==> src/rtl/wbuf_pkg.sv <==
// wbuf_pkg: state encoding and sizing helpers shared by weight_buf_ctrl and its read FIFO.
package wbuf_pkg;
    typedef enum logic [1:0] {S_IDLE, S_LOAD, S_READ, S_DRAIN} state_t;
    localparam int N_DELAY_DEF = 1;
    localparam int FIFO_DEPTH = N_DELAY_DEF + 1;
    function automatic int cnt_w(input int n);
        return $clog2(n + 1);
    endfunction
endpackage

==> src/rtl/wbuf_rd_fifo.sv <==
// wbuf_rd_fifo: small synchronous FIFO holding SRAM read returns until the PE array accepts them.
module wbuf_rd_fifo
    import wbuf_pkg::*;
#(
    parameter int DW = 128,
    parameter int DEPTH = 2,
    parameter int CW = cnt_w(DEPTH)
) (
    input  logic          clk,
    input  logic          rst,
    input  logic          push,
    input  logic [DW-1:0] din,
    input  logic          pop,
    output logic [DW-1:0] dout,
    output logic [CW-1:0] count,
    output logic          empty
);
    localparam int PW = (DEPTH > 1) ? $clog2(DEPTH) : 1;
    logic [DW-1:0] mem_q [DEPTH];
    logic [PW-1:0] wp_q, wp_d, rp_q, rp_d;
    logic [CW-1:0] cnt_q, cnt_d;
    function automatic logic [PW-1:0] inc(input logic [PW-1:0] p);
        return (p == PW'(DEPTH - 1)) ? '0 : p + PW'(1);
    endfunction
    always_comb begin
        wp_d  = push ? inc(wp_q) : wp_q;
        rp_d  = pop ? inc(rp_q) : rp_q;
        cnt_d = cnt_q + CW'(push) - CW'(pop);
    end
    always_ff @(posedge clk or posedge rst) begin
        if (rst) begin
            wp_q  <= '0;
            rp_q  <= '0;
            cnt_q <= '0;
        end else begin
            wp_q  <= wp_d;
            rp_q  <= rp_d;
            cnt_q <= cnt_d;
        end
    end
    always_ff @(posedge clk) begin
        if (push) mem_q[wp_q] <= din;
    end
    assign dout  = mem_q[rp_q];
    assign count = cnt_q;
    assign empty = cnt_q == '0;
endmodule

==> src/rtl/weight_buf_ctrl.sv <==
// weight_buf_ctrl: sequences DMA loads into, and PE-array reads out of, one single-port weight SRAM.
// Define WBUF_ADDR_CHECK_EN to reject jobs whose base+len exceeds DEPTH and raise sticky err.
module weight_buf_ctrl
    import wbuf_pkg::*;
#(
    parameter int DW = 128,
    parameter int AW = 4,
    parameter int DEPTH = 16,
    parameter int N_DELAY = 1
) (
    input  logic          clk,
    input  logic          rst,
    input  logic          ld_start,
    input  logic [AW-1:0] ld_base,
    input  logic [AW:0]   ld_len,
    output logic          ld_done,
    input  logic          s_valid,
    output logic          s_ready,
    input  logic [DW-1:0] s_data,
    input  logic          rd_start,
    input  logic [AW-1:0] rd_base,
    input  logic [AW:0]   rd_len,
    output logic          rd_done,
    output logic          w_valid,
    input  logic          w_ready,
    output logic [DW-1:0] w_data,
    output logic          busy,
    output logic          sram_cs,
    output logic          sram_we,
    output logic [AW-1:0] sram_addr,
    output logic [DW-1:0] sram_wdata,
    input  logic [DW-1:0] sram_rdata,
    output logic          err
);
    localparam int FD = N_DELAY + 1;
    localparam int FCW = cnt_w(FD);
    localparam int CW = cnt_w(2 * N_DELAY + 1);
    localparam logic [AW-1:0] A1 = 1;
    localparam logic [AW:0] L1 = 1;

    state_t state_q, state_d;
    logic [AW-1:0] ld_addr_q, ld_addr_d, rd_addr_q, rd_addr_d, pend_base_q, pend_base_d;
    logic [AW:0] ld_rem_q, ld_rem_d, rd_rem_q, rd_rem_d, out_rem_q, out_rem_d, pend_len_q, pend_len_d;
    logic pend_q, pend_d, ld_done_q, ld_done_d, rd_done_q, rd_done_d, err_q, err_d;
    logic [N_DELAY-1:0] vld_q, vld_d;
    logic wr, issue, rvalid, hs, push, pop, fifo_empty, ld_bad, rd_bad;
    logic [FCW-1:0] fifo_cnt;
    logic [DW-1:0] fifo_dout;
    logic [CW-1:0] inflight;
    logic [AW-1:0] rd_sel_base;
    logic [AW:0] rd_sel_len;

    assign rd_sel_base = pend_q ? pend_base_q : rd_base;
    assign rd_sel_len  = pend_q ? pend_len_q : rd_len;
`ifdef WBUF_ADDR_CHECK_EN
    assign ld_bad = ({1'b0, ld_base} + ld_len) > (AW + 1)'(DEPTH);
    assign rd_bad = ({1'b0, rd_sel_base} + rd_sel_len) > (AW + 1)'(DEPTH);
`else
    assign ld_bad = 1'b0;
    assign rd_bad = 1'b0;
`endif

    // Return path: vld_q tracks issued reads; an empty FIFO lets returning data bypass straight out.
    assign rvalid   = vld_q[N_DELAY-1];
    assign inflight = CW'($countones(vld_q));
    assign w_valid  = !fifo_empty || rvalid;
    assign w_data   = !fifo_empty ? fifo_dout : rvalid ? sram_rdata : '0;
    assign hs       = w_valid && w_ready;
    assign pop      = hs && !fifo_empty;
    assign push     = rvalid && !(fifo_empty && w_ready);
    assign wr       = state_q == S_LOAD && s_valid;
    assign issue    = state_q == S_READ && (inflight + CW'(fifo_cnt)) < CW'(FD);
    assign vld_d    = (vld_q << 1) | N_DELAY'(issue);

    always_comb begin
        state_d     = state_q;
        ld_addr_d   = ld_addr_q;
        ld_rem_d    = ld_rem_q;
        rd_addr_d   = rd_addr_q;
        rd_rem_d    = rd_rem_q;
        out_rem_d   = out_rem_q;
        pend_d      = pend_q;
        pend_base_d = pend_base_q;
        pend_len_d  = pend_len_q;
        err_d       = err_q;
        ld_done_d   = 1'b0;
        rd_done_d   = 1'b0;
        if (rd_start && !pend_q && ((state_q == S_IDLE && ld_start) || state_q == S_LOAD)) begin
            pend_d      = 1'b1;
            pend_base_d = rd_base;
            pend_len_d  = rd_len;
        end
        case (state_q)
            S_IDLE: begin
                if (ld_start) begin
                    err_d = err_q || ld_bad;
                    if (ld_len == '0 || ld_bad) begin
                        ld_done_d = 1'b1;
                    end else begin
                        state_d   = S_LOAD;
                        ld_addr_d = ld_base;
                        ld_rem_d  = ld_len;
                    end
                end else if (rd_start || pend_q) begin
                    pend_d = 1'b0;
                    err_d  = err_q || rd_bad;
                    if (rd_sel_len == '0 || rd_bad) begin
                        rd_done_d = 1'b1;
                    end else begin
                        state_d   = S_READ;
                        rd_addr_d = rd_sel_base;
                        rd_rem_d  = rd_sel_len;
                        out_rem_d = rd_sel_len;
                    end
                end
            end
            S_LOAD: begin
                if (wr) begin
                    ld_addr_d = ld_addr_q + A1;
                    ld_rem_d  = ld_rem_q - L1;
                    if (ld_rem_q == L1) begin
                        state_d   = S_IDLE;
                        ld_done_d = 1'b1;
                    end
                end
            end
            S_READ: begin
                if (issue) begin
                    rd_addr_d = rd_addr_q + A1;
                    rd_rem_d  = rd_rem_q - L1;
                    if (rd_rem_q == L1) state_d = S_DRAIN;
                end
            end
            default: ;
        endcase
        // The job ends on the final downstream handshake, by which point nothing is left in flight.
        if (hs) begin
            out_rem_d = out_rem_q - L1;
            if (out_rem_q == L1) begin
                state_d   = S_IDLE;
                rd_done_d = 1'b1;
            end
        end
    end

    always_ff @(posedge clk or posedge rst) begin
        if (rst) begin
            state_q     <= S_IDLE;
            ld_addr_q   <= '0;
            ld_rem_q    <= '0;
            rd_addr_q   <= '0;
            rd_rem_q    <= '0;
            out_rem_q   <= '0;
            pend_q      <= 1'b0;
            pend_base_q <= '0;
            pend_len_q  <= '0;
            err_q       <= 1'b0;
            ld_done_q   <= 1'b0;
            rd_done_q   <= 1'b0;
            vld_q       <= '0;
        end else begin
            state_q     <= state_d;
            ld_addr_q   <= ld_addr_d;
            ld_rem_q    <= ld_rem_d;
            rd_addr_q   <= rd_addr_d;
            rd_rem_q    <= rd_rem_d;
            out_rem_q   <= out_rem_d;
            pend_q      <= pend_d;
            pend_base_q <= pend_base_d;
            pend_len_q  <= pend_len_d;
            err_q       <= err_d;
            ld_done_q   <= ld_done_d;
            rd_done_q   <= rd_done_d;
            vld_q       <= vld_d;
        end
    end

    wbuf_rd_fifo #(.DW(DW), .DEPTH(FD), .CW(FCW)) u_fifo (
        .clk   (clk),
        .rst   (rst),
        .push  (push),
        .din   (sram_rdata),
        .pop   (pop),
        .dout  (fifo_dout),
        .count (fifo_cnt),
        .empty (fifo_empty)
    );

    assign sram_cs    = wr || issue;
    assign sram_we    = wr;
    assign sram_addr  = wr ? ld_addr_q : issue ? rd_addr_q : '0;
    assign sram_wdata = wr ? s_data : '0;
    assign s_ready    = state_q == S_LOAD;
    assign busy       = state_q != S_IDLE || pend_q;
    assign ld_done    = ld_done_q;
    assign rd_done    = rd_done_q;
    assign err        = err_q;
endmodule
==> config.mk <==
export PLATFORM = sky130hd
export DESIGN_NAME = weight_buf_ctrl
export DESIGN_NICKNAME = d
export VERILOG_FILES = /design/src/rtl/wbuf_pkg.sv /design/src/rtl/wbuf_rd_fifo.sv /design/src/rtl/weight_buf_ctrl.sv
export SDC_FILE = /design/constraint.sdc
export NUM_CORES = 1
export LEC_CHECK = 0
export BUFFER_PORTS_ARGS = -buffer_cell sky130_fd_sc_hd__buf_2
export CAP_MARGIN = 20
export CORE_AREA = 5 5 213 215
export DETAILED_ROUTE_END_ITERATION = 8
export DIE_AREA = 0 0 218 220
export GPL_TIMING_DRIVEN = 0
export HOLD_SLACK_MARGIN = 0.05
export REMOVE_ABC_BUFFERS = 1
export SLEW_MARGIN = 20
export SYNTH_ARGS = -nofsm -noshare
export SYNTH_HDL_FRONTEND = slang
export SYNTH_SLANG_ARGS = --single-unit
==> constraint.sdc <==
create_clock -name clk -period 12.1 [get_ports clk]
set_clock_uncertainty 0.15 [all_clocks]
set_input_delay 2.42 -clock clk [delete_from_list [all_inputs] [get_ports clk]]
set_output_delay 2.42 -clock clk [all_outputs]
set_load 0.02 [all_outputs]
==> After elaboration in Yosys (flattened, before gate mapping) <==
Memories as Yosys holds them, arrays and structs flattened.
Index checks and enable logic that the tools add are counted.
{ "word_totals": {"reg_bits": 42, "latchBits": 0, "mem_bits_rw": 256, "mem_bits_ro": 0, "in_bits": 280, "out_inout_bits": 268, "wordCells": 127, "mem_count": 1} }
{ "classes": {"add_sub_neg": 10, "multipliers": 0, "n_div": 0, "order_cmp": 1, "n_eq_ne": 14, "shifts": 0, "n_mux": 57, "bitwise_logic": 0, "n_reduce_logical": 29} }
{ "memory_table": {"columns": ["memory", "words", "word_bits", "rd", "rd_ports_with_merged_regs", "write_ports", "line_no", "rtl"], "rows": [
  ["u_fifo.mem_q", 2, 128, 1, 0, 1, "wbuf_rd_fifo.sv:19", "logic [DW-1:0] mem_q [DEPTH];"]
]} }
{ "ops": {"columns": ["operator", "count"], "rows": [
  ["128-bit two-way mux", 3],
  ["5-bit two-way mux", 10],
  ["4-bit two-way mux", 10],
  ["2-bit two-way mux", 10],
  ["5-bit case mux with 2 select lines", 2],
  ["1-bit two-way mux", 18],
  ["4-bit case mux with 2 select lines", 2],
  ["5-bit by 1-bit equality test with 1-bit output (second input constant)", 3],
  ["5-bit by 1-bit subtractor with 5-bit output (second input constant)", 3],
  ["2-bit inequality test (second input constant)", 6],
  ["5-bit zero test", 2],
  ["2-bit nonzero test", 5],
  ["1-bit logical AND", 9],
  ["4-bit by 1-bit adder with 4-bit output (second input constant)", 2],
  ["4-bit AND reduction", 2],
  ["2-bit by 1-bit inequality test with 1-bit output (second input constant)", 3],
  ["2-bit case mux with 3 select lines", 1],
  ["1-bit logical OR", 5],
  ["5-bit AND reduction", 1],
  ["2-bit zero test", 2],
  ["1-bit zero test", 3],
  ["1-bit adder (second input constant)", 2],
  ["1-bit by 2-bit adder with 2-bit output", 1],
  ["2-bit by 1-bit adder with 2-bit output", 1],
  ["other kinds (5)", 5]
]} }

==> Longest topological paths before layout <==
Gate-level depths: netlist of run 1.
{ "depth": {"depth_word": 8, "depth_mapped": 9, "mapped_depth_nobuf": 7} }

==> Cells and area by module <==
From an unflattened synthesis of run 1, not the netlist that was laid out.
{ "hier_totals": {"cells_unflattened": 1237, "area_unflattened_um2": 14495.2} }
{ "modules_own_cells": {"columns": ["mod", "n_inst", "cells_per_inst", "area_each_um2", "seq_area_each_um2"], "rows": [
  ["wbuf_rd_fifo", 1, 413, 9474.1, 7787.5],
  ["weight_buf_ctrl", 1, 824, 5021.1, 950.9]
]} }

==> Worst setup path before layout of run 1 <==
No wires, ideal clock.
{ "synth_path": {"kind": "input-to-reg", "start": "input w_ready", "end": "memory u_fifo.mem_q[0][0], enable pin", "setup_ps": 632, "t_arrival_ps": 8442, "required_ps": 11318, "path_slack_ps": 2876, "cell_stages": 2, "n_path_buf": 0, "cell_sequence": "a21boi_0 nor2b_1"} }
{ "synth_via": {"elab_chain_cells": 5} }
{ "synth_rtl": {"columns": ["element", "line_no", "rtl"], "rows": [
  ["start: declaration", "weight_buf_ctrl.sv:25", "input logic w_ready,"],
  ["1-bit logical AND", "weight_buf_ctrl.sv:70", "assign push = rvalid && !(fifo_empty && w_ready);"],
  ["1-bit zero test", "weight_buf_ctrl.sv:70", null],
  ["1-bit logical AND", "weight_buf_ctrl.sv:70", null],
  ["1-bit two-way mux", "wbuf_rd_fifo.sv:42", "if (push) mem_q[wp_q] <= din;"],
  ["1-bit two-way mux (not written as such)", "wbuf_rd_fifo.sv:42", null],
  ["end: declaration", "wbuf_rd_fifo.sv:19", null]
]} }
Every way passes these cells.

==> Worst setup path in the final report of run 1 <==
{ "layout_path": {"start": "input s_valid", "end": "output sram_addr[2]"} }
{ "layout_via": {"elab_chain_cells": 2} }
{ "layout_rtl": {"columns": ["element", "line_no", "rtl"], "rows": [
  ["start: declaration", "weight_buf_ctrl.sv:17", "input logic s_valid,"],
  ["1-bit logical AND", "weight_buf_ctrl.sv:71", "assign wr = state_q == S_LOAD && s_valid;"],
  ["4-bit two-way mux", "weight_buf_ctrl.sv:191", "assign sram_addr = wr ? ld_addr_q : issue ? rd_addr_q : '0;"],
  ["end: declaration", "weight_buf_ctrl.sv:30", "output logic [AW-1:0] sram_addr,"]
]} }
Every way passes these cells.

==> flow_summary.yaml, run 1 <==
grt:
  overflow: 0
  grt_pass1_wl_mm: 76.0
  track_usage_pct: 21.3
  use_met2_pct: 32.9
  top_usage_layer: "met2"
  grt_pass1_vias: 10977
  antenna_found_initial: 26
  grt_max_degree: 144
  use_met1_pct: 27.6
  grt_use_met3_pct: 7.67
cts:
  post_cts_buffers: 0
  clkTransAtPathRegs_ns: 0.05
  cts_buffers: 36
  cts_sinks: 298
  hold_buffers: 0
  cts-root-buf: "clkbuf_16"
  post_cts_resized: 0
  cts_tree: "done"
  cts_max_level: 2
  clkLatencyLatePin_ns: 0.55
  clock_path_buffers: 3
timing:
  setup_viol: 0
  layout_min_cycle_time_ns: 6.26
  slew_headroom_pct: 46.0
  whs_ns: 0.352
  finalCritPeriodShare_pct: 51.7
  slew_viol_final: 0
  hold_viol: 0
  grt_setup_unrepaired: "false"
  max_freq_ghz: 0.160
  tightest_slew_ns: 0.810
logic_synthesis:
  synth-seq-cells: 298
  synth_top_area_share_pct: 55.2
  syn_area_sq_um: 13900
  ys_seq_area_share_pct: 62.7
  yosysTopAreaCell: "edfxtp_1"
  synthTopCellsByArea: "edfxtp_1 55%, mux2i_1 9.7%, dfrtp_1 7.5%"
  yosysWarningCount: 0
  yosysUniqueCellTypes: 59
  syn_avg_cell_area_sq_um: 12.4
  synth-main-ff-cell: "edfxtp_1"
  syn_inst: 1121
  synth_edf_count: 256
  synthArstFlopShare_pct: 14.1
final_layout:
  synthToLayoutAreaGrowth_pct: 34.6
  drive_gt1_share_pct: 38.9
  fillers: 4184
  layout.nets: 1920
routing:
  vias_per_cell: 5.09
  routed_wl_mm: 54.6
  dr.pass1.iters: 5
  routedWlPerCell_microns: 24.1
  via_count: 11522
  drt_iter0_markers: 830
  antenna_left: 0
  drc: 0
placed_design:
  port_buffers: 546
  gp_congestion: 0.930
  dp_hpwl_mm: 42.2
critical_path:
  required_ns: 9.53
  cpMostUsedCell: "nand2_1"
  rrSetupSlack_ns: 8.50
  crit_family: "buffers and inverters"
  crit_fanout: 25
  cp_slowest_cell: "nand2_1"
  endpoint_kind: "output port"
  path_class: "in -> out"
  worst-path-buf-inv: 3
  arrival_ns: 3.69
  crit_chain: "buf_4, nand2_1, inv_1, nand2_1, o21ai_0, buf_2"
  crit_path_start_kind: "primary input"
  slowest_delay_ns: 0.33
power:
  p_leak_nw: 8.40
  p_int_w: 0.00268
  powerDensity_nw_per_um2: 247
  power_switching_share_pct: 42.2
  clockPowerShare_pct: 22.0
  combPwrFrac_pct: 45.7
  max-vdd-ir-drop_uv: 129
  power.total_w: 0.00463
  power_switching_w: 0.00195
  seqPwrFrac_pct: 32.3
floorplan:
  initial_core_util_pct: 32.0
  pin_count: 548
  rows: 77
  dieHeight_microns: 220
  fp.dieW_microns: 218
  core_area_sq_um: 43500
  dieArea_sq_um: 48000
worst_hold_path:
  hold_path_class: "reg -> reg"
outcome:
  outcome: "finished, final reports clean"
job:
  max_cap_viol_count: 0
==> per-layer routing <==
layer | vias up | part of all wire [%]
met4 | 16 | 4.4
li1 | 5306 | -
met1 | 5582 | 41
met2 | 506 | 46
met5 | - | 0.20
met3 | 112 | 9.1
==> state kept, by name, indices dropped and copies added (netlist names), 4 cells and up <==
signal        count
out_rem_q         5
ld_addr_q         4
u_fifo.mem_q    256
pend_len_q        5
rd_addr_q         4
ld_rem_q          5
rd_rem_q          5
pend_base_q       4
==> Yosys cell counts (all sizes together) (5+ instances only) <==
cell,n
dfrtp,42
clkbuf,71
nand2,25
edfxtp,256
nor3,6
mux2,14
nand3,141
o21ai,137
ha,10
and3,128
buf,28
nor2,21
a21oi,13
a2bb2oi,8
inv,16
o211ai,6
mux2i,135
nor4,5
==> cell families after synthesis <==
family | count (synthesis) | share of synthesized area (%)
adder cells (fa/ha/maj) | 10 | 0.898
AND/OR/NAND/NOR | 350 | 13.9
AO/OA/AOI/OAI | 193 | 8.06
flip-flops | 298 | 62.7
XOR/XNOR | 4 | 0.252
multiplexers | 149 | 10.8
buffers and inverters | 116 | 3.32
other | 1 | 0.0269
==> area by class of cell <==
class / count / area [sq um] / area share (%)
Tap cell: 592 / 741 / 3.95
Timing Repair Buffer: 570 / 3300 / 17.6
Sequential cell: 298 / 8750 / 46.6
Multi-Input combinational cell: 707 / 4750 / 25.3
Clock buffer: 48 / 946 / 5.04
Antenna cell: 13 / 32.5 / 0.173
Inverter: 17 / 68.8 / 0.367
Clock inverter: 17 / 171 / 0.914
==> path summary, 6_finish.rpt <==
check | from | endpoint | depth (start not counted)
worst max register to register | rvalid | u_fifo.mem_q[0][29] | 8
worst min-delay path | pend_base_q[3] | pend_base_q[3] | 1
worst max-delay path | s_valid | sram_addr[2] | 6
min in group asynchronous | rst | ld_addr_q[2] | 2
max in group asynchronous | rst | pend_base_q[3] | 3
worst min register to register | pend_base_q[3] | pend_base_q[3] | 1
==> power by group through the flow <==
stage | logic [W] | clock network, W | registers (W)
floorplan | 0.00124 | 0 | 0.00160
global placement | 0.00197 | 0 | 0.00172
detailed placement | 0.00213 | 0 | 0.00151
CTS | 0.00214 | 0.00105 | 0.00149
global route | 0.00227 | 0.00109 | 0.00151
finish | 0.00212 | 0.00102 | 0.00149
==> through the flow <==
stage | area (sq um) | util (%) | setup slack [ns] | cells | setup TNS [ns]
floorplan | 13500 | - | 0.289 | 1022 | 0
global placement | 17000 | 39.1 | -5.93 | 2160 | -1901.23
detailed placement | 17600 | 40.4 | 5.83 | 2184 | 0
CTS | 18700 | 43.0 | 5.83 | 2249 | 0
global route | 18700 | 43.0 | 5.73 | 2256 | 0
finish | 18800 | 43.1 | 5.84 | 2262 | 0
==> worst reg2reg max path: stages (launching register included) <==
cell and delay, ns:
dfrtp_4 0.75, buf_12 0.31, a21boi_0 0.47, nor2b_4 0.58, buf_16 0.22, buf_12 0.20
buf_16 0.20, buf_12 0.20, buf_12 0.21
==> cells in the final DEF, fill, tap and decap left out, types with 11 or more instances in the layout <==
| master | count |
|---|---|
| edfxtp_1 | 256 |
| a21oi_1 | 12 |
| buf_2 | 545 |
| clkbuf_1 | 12 |
| inv_1 | 15 |
| mux2i_1 | 135 |
| dfrtp_1 | 40 |
| nand3_1 | 141 |
| buf_16 | 11 |
| and3_1 | 128 |
| diode_2 | 13 |
| mux2_2 | 13 |
| nand2_1 | 24 |
| nor2_1 | 19 |
| buf_12 | 13 |
| o21ai_0 | 136 |
| clkbuf_16 | 36 |
(Power assumes the default switching activity.)
==> run 2, diff against run 1 <==
Settings changed: ABC_AREA set to 1, CORE_AREA 5 5 213 215 to 5 5 208 210, DIE_AREA 0 0 218 220 to 0 0 213 215.
Clock period 12.1 ns to 6.1 ns, I/O delays scaled along.
==> flow_summary.yaml, run 2 <==
grt:
  grt_pass1_vias: 12149
  grt_pass1_wl_mm: 78.6
  antenna_found_initial: 9
  grt_max_degree: 114
  overflow: 0
  track_usage_pct: 22.4
routing:
  drc: 0
  routedWlPerCell_microns: 21.3
  via_count: 12632
  routed_wl_mm: 54.3
  drt_iter0_markers: 1108
  vias_per_cell: 4.95
  antenna_left: 0
  dr.pass1.iters: 5
floorplan:
  fp.dieW_microns: 213
  pin_count: 548
  dieArea_sq_um: 45800
  core_area_sq_um: 41400
  initial_core_util_pct: 33.9
  dieHeight_microns: 215
  rows: 75
timing:
  slew_headroom_pct: 48.8
  max_freq_ghz: 0.241
  grt_setup_unrepaired: "false"
  finalCritPeriodShare_pct: 68.1
  hold_viol: 0
  slew_viol_final: 0
  setup_viol: 0
  tightest_slew_ns: 0.766
  layout_min_cycle_time_ns: 4.15
final_layout:
  stdcell_area_sq_um: 18900
  fillers: 3985
  top_register: "u_fifo.mem_q"
  layout.nets: 2267
  seq_area_sq_um: 8750
  largest_register_ffs: 256
  layout_common_cells: "546 x buf_2, 293 x o21ai_0, 285 x nor2_1"
  fin_cells: 2550
  drive_gt1_share_pct: 32.2
  layout_commonest_cell: "buf_2"
  multiInputGateArea_sq_um: 4220
  synthToLayoutAreaGrowth_pct: 34.7
logic_synthesis:
  syn_area_sq_um: 14000
  synth_edf_count: 256
  synth_top_area_share_pct: 54.9
  yosysTopAreaCell: "edfxtp_1"
  syn_inst: 1463
  yosysUniqueCellTypes: 35
  yosysMostFrequentCell: "o21ai_0"
  synthArstFlopShare_pct: 14.1
  syn_avg_cell_area_sq_um: 9.58
  synthTopCellsByCount: "293 x o21ai_0, 287 x nor2_1, 256 x edfxtp_1, 178 x inv_1, 155 x nand3_1"
  synthTopCellsByArea: "edfxtp_1 55%, o21ai_0 10%, nor2_1 7.7%"
  ys_seq_area_share_pct: 62.4
  synth-main-ff-cell: "edfxtp_1"
  yosysWarningCount: 0
  synth-seq-cells: 298
critical_path:
  crit_path_start_kind: "register"
  slowest_delay_ns: 0.63
  cp_slowest_cell: "nor2_4"
  arrival_ns: 2.78
  path_class: "reg -> out"
  crit_fanout: 96
  required_ns: 4.73
  crit_chain: "nor2_4, buf_16, inv_6, buf_16, o21ai_0, o21ai_0, buf_2"
  endpoint_kind: "output port"
power:
  seqPwrFrac_pct: 48.9
  p_int_w: 0.00363
  p_leak_nw: 8.66
  powerDensity_nw_per_um2: 240
  max-vdd-ir-drop_uv: 165
  power_switching_w: 0.000913
  combPwrFrac_pct: 3.7
  power_switching_share_pct: 20.1
  clockPowerShare_pct: 47.4
outcome:
  outcome: "finished, final reports clean"
cts:
  clkLatencyLatePin_ns: 0.51
  clock_path_buffers: 3
  cts_sinks: 298
  cts_max_level: 2
  hold_buffers: 0
  post_cts_buffers: 0
  cts-root-buf: "clkbuf_16"
  clkTransAtPathRegs_ns: 0.06
  cts_tree: "done"
  cts_buffers: 35
  post_cts_resized: 0
placed_design:
  placed_cells: 2479
  place_area_sq_um: 17700
  gp_congestion: 1.07
  dp_hpwl_mm: 40.5
  port_buffers: 546
job:
  max_cap_viol_count: 0
worst_hold_path:
  hold_path_class: "reg -> reg"
## run 2: worst paths after layout
check | startpoint | endpoint | slack, ns | cells after the start
worst min-delay path | pend_len_q[0] | pend_len_q[0] | 0.34 | 2
max in group asynchronous | rst | rvalid | 4.69 | 3
worst max register to register | rvalid | u_fifo.mem_q[1][16] | 3.14 | 7
min in group asynchronous | rst | pend_len_q[0] | 0.60 | 2
worst max-delay path | u_fifo.count[0] | w_data[81] | 1.95 | 7
worst min register to register | pend_len_q[0] | pend_len_q[0] | 0.34 | 2
## run 2: per-layer routing
layer,GRT usage [%],wire (microns),vias to the layer above
met1,33.3,24900,6136
met4,4.63,942,2
met5,0,13,-
li1,-,-,5981
met3,4.42,3700,67
met2,34.1,24800,446
## run 2: layout make-up
| cell class | instances | share of cell area (%) |
|---|---|---|
| Clock buffer | 40 | 4.85 |
| Tap cell | 539 | 3.57 |
| Inverter | 180 | 3.63 |
| Clock inverter | 21 | 1.40 |
| Sequential cell | 298 | 46.3 |
| Multi-Input combinational cell | 891 | 22.4 |
| Timing Repair Buffer | 571 | 17.7 |
| Antenna cell | 10 | 0.133 |
## run 2: metrics by stage
| step | utilization (%) | hold slack (ns) | TNS, ns | total power, W | setup slack [ns] |
|---|---|---|---|---|---|
| after CTS | 45.6 | 0.337 | 0 | 0.00459 | 1.95 |
| after global placement | 41.1 | 0.317 | -3123.54 | 0.00242 | -8.75 |
| after floorplan | - | 0.299 | -796.37 | 0.00230 | -2.80 |
| after detailed placement | 42.7 | 0.322 | 0 | 0.00243 | 2.16 |
| final | 45.6 | 0.338 | 0 | 0.00454 | 1.95 |
| after global routing | 45.6 | 0.367 | 0 | 0.00470 | 1.72 |
## run 2: critical path: cells and delay by family, from the launching register on
kind,cells,cell delay [ns]
compound gates,2,0.29
buf+inv,4,0.83
flops,1,0.42
simple gates,1,0.63
## run 2: power groups by stage
stage	Clock, W	Combinational, W	Sequential (W)
finish	0.00215	0.000170	0.00222
global route	0.00229	0.000190	0.00222
floorplan	0	0.0000365	0.00226
global placement	0	0.000158	0.00226
detailed placement	0	0.000168	0.00226
CTS	0.00220	0.000169	0.00222
## run 2: cell families (layout without fill, tap and decap cells)
group | count (synthesis) | after routing | synth area share, %
adder cells (fa/ha/maj) | 10 | 10 | 0.893
AND/OR/NAND/NOR | 548 | 548 | 16.6
flip-flops | 298 | 298 | 62.4
other | 1 | 11 | 0.0268
XOR/XNOR | 7 | 7 | 0.438
buffers and inverters | 274 | 812 | 7.75
multiplexers | 3 | 3 | 0.241
AO/OA/AOI/OAI | 322 | 322 | 11.7
==> run 3, diff against run 2 <==
Clock period 6.1 ns to 3.83 ns, I/O delays scaled along.
==> flow_summary.yaml, run 3 (synthesis gave the netlist of run 2 again) <==
placed_design:
  dp_hpwl_mm: 40.5
  dp_slack_ns: 0.687
  gp_congestion: 1.07
  port_buffers: 546
  place_area_sq_um: 17700
power:
  powerDensity_nw_per_um2: 383
  max-vdd-ir-drop_uv: 262
  p_leak_nw: 8.67
final_layout:
  layout_common_cells: "546 x buf_2, 293 x o21ai_0, 285 x nor2_1"
  stdcell_area_sq_um: 18900
  top_register: "u_fifo.mem_q"
  synthToLayoutAreaGrowth_pct: 34.9
  largest_register_ffs: 256
  utilization_pct: 45.7
  layout.nets: 2268
  drive_gt1_share_pct: 32.2
  layout_commonest_cell: "buf_2"
cts:
  cts_sinks: 298
  cts_tree: "done"
  clkLatencyLatePin_ns: 0.51
  clock_path_buffers: 3
  cts_max_level: 2
  cts_buffers: 35
  cts-root-buf: "clkbuf_16"
  clkTransAtPathRegs_ns: 0.06
critical_path:
  r2r_cells: 10
  crit_family: "buffers and inverters"
  crit_chain: "nor2_4, buf_16, inv_6, buf_16, o21ai_0, o21ai_0, buf_2"
  worst-path-buf-inv: 4
  rrSetupSlack_ns: 0.90
  worst_r2r_endpoint: "u_fifo.count[1]"
  arrival_ns: 2.78
  cp_slowest_cell: "nor2_4"
  path_class: "reg -> out"
  endpoint_kind: "output port"
  crit_path_start_kind: "register"
  crit_fanout: 96
  required_ns: 2.91
  slowest_delay_ns: 0.63
  r2r_start: "u_fifo.count[0]"
grt:
  grt_pass1_wl_mm: 78.6
  track_usage_pct: 22.4
  overflow: 0
  grt_max_degree: 114
  antenna_found_initial: 9
  grt_pass1_vias: 12149
floorplan:
  dieArea_sq_um: 45800
  fp.dieW_microns: 213
  initial_core_util_pct: 33.9
  pin_count: 548
  dieHeight_microns: 215
  rows: 75
  core_area_sq_um: 41400
worst_hold_path:
  hold_path_class: "in -> async"
routing:
  drc: 0
  dr.pass1.iters: 5
  via_count: 12711
  drt_iter0_markers: 1115
  routedWlPerCell_microns: 21.4
  vias_per_cell: 4.98
  routed_wl_mm: 54.6
  antenna_left: 0
outcome:
  outcome: "finished, final reports clean"
timing:
  finalCritPeriodShare_pct: 96.5
  hold_viol: 0
  tightest_slew_ns: 0.767
  max_freq_ghz: 0.271
  layout_min_cycle_time_ns: 3.70
  grt_setup_unrepaired: "false"
  slew_headroom_pct: 48.8
  slew_viol_final: 0
  setup_viol: 0
  setup_ws_ns: 0.133
job:
  max_cap_viol_count: 0
run 3: cell types whose count changed in the layout (fill, tap and decap cells not counted):
cell,previous run,this run
buf_12,10,11
run 3: power breakdown:
part,switching [W],internal [W],total [W]
combinational,0.000146,0.000124,0.000271
sequential,0.00000365,0.00353,0.00353
clock,0.00131,0.00212,0.00343
total,0.00146,0.00577,0.00723
run 3: worst max-delay path by stage:
stage | depth (start not counted) | to | from
floorplan | 4 | u_fifo.mem_q[1][0] | rvalid
global placement | 4 | u_fifo.mem_q[0][68] | rvalid
detailed placement | 7 | w_data[30] | u_fifo.count[0]
CTS | 7 | w_data[30] | u_fifo.count[0]
global route | 7 | w_data[81] | u_fifo.count[0]
finish | 7 | w_data[81] | u_fifo.count[0]
run 3: cell type report:
class | instances | area [sq um]
tap | 539 | 674
clock buffer | 40 | 916
timing repair buffer | 572 | 3370
fill | 3986 | 22500
inverter | 180 | 686
antenna | 10 | 25.0
sequential | 298 | 8750
multi-input combinational | 891 | 4220
clock inverter | 21 | 264
run 3: routing by layer:
metal | vias up | GRT usage [%] | wire length (microns)
met2 | 463 | 34.1 | 24800
met4 | 2 | 4.63 | 996
li1 | 5986 | - | -
met1 | 6190 | 33.3 | 25000
met3 | 70 | 4.42 | 3760
met5 | - | 0 | 13
run 3: metrics by stage:
step | instances | TNS (ns) | total power (W) | hold slack [ns]
2_1_floorplan | 1369 | -1622.41 | 0.00366 | 0.299
3_3_place_gp | 2454 | -4003.94 | 0.00385 | 0.317
3_5_place_dp | 2479 | 0 | 0.00387 | 0.322
4_1_cts | 2540 | 0 | 0.00731 | 0.145
5_1_grt | 2548 | 0 | 0.00748 | 0.168
6_report | 2551 | 0 | 0.00723 | 0.145
run 3: what timing repair did:
action / in CTS / in global routing
hold endpoints to repair: 0 / 0
gates resized for setup: 0 / 0
hold buffers: 0 / 0
endpoints found under the setup margin: 0 / 5
buffers inserted: 0 / 1
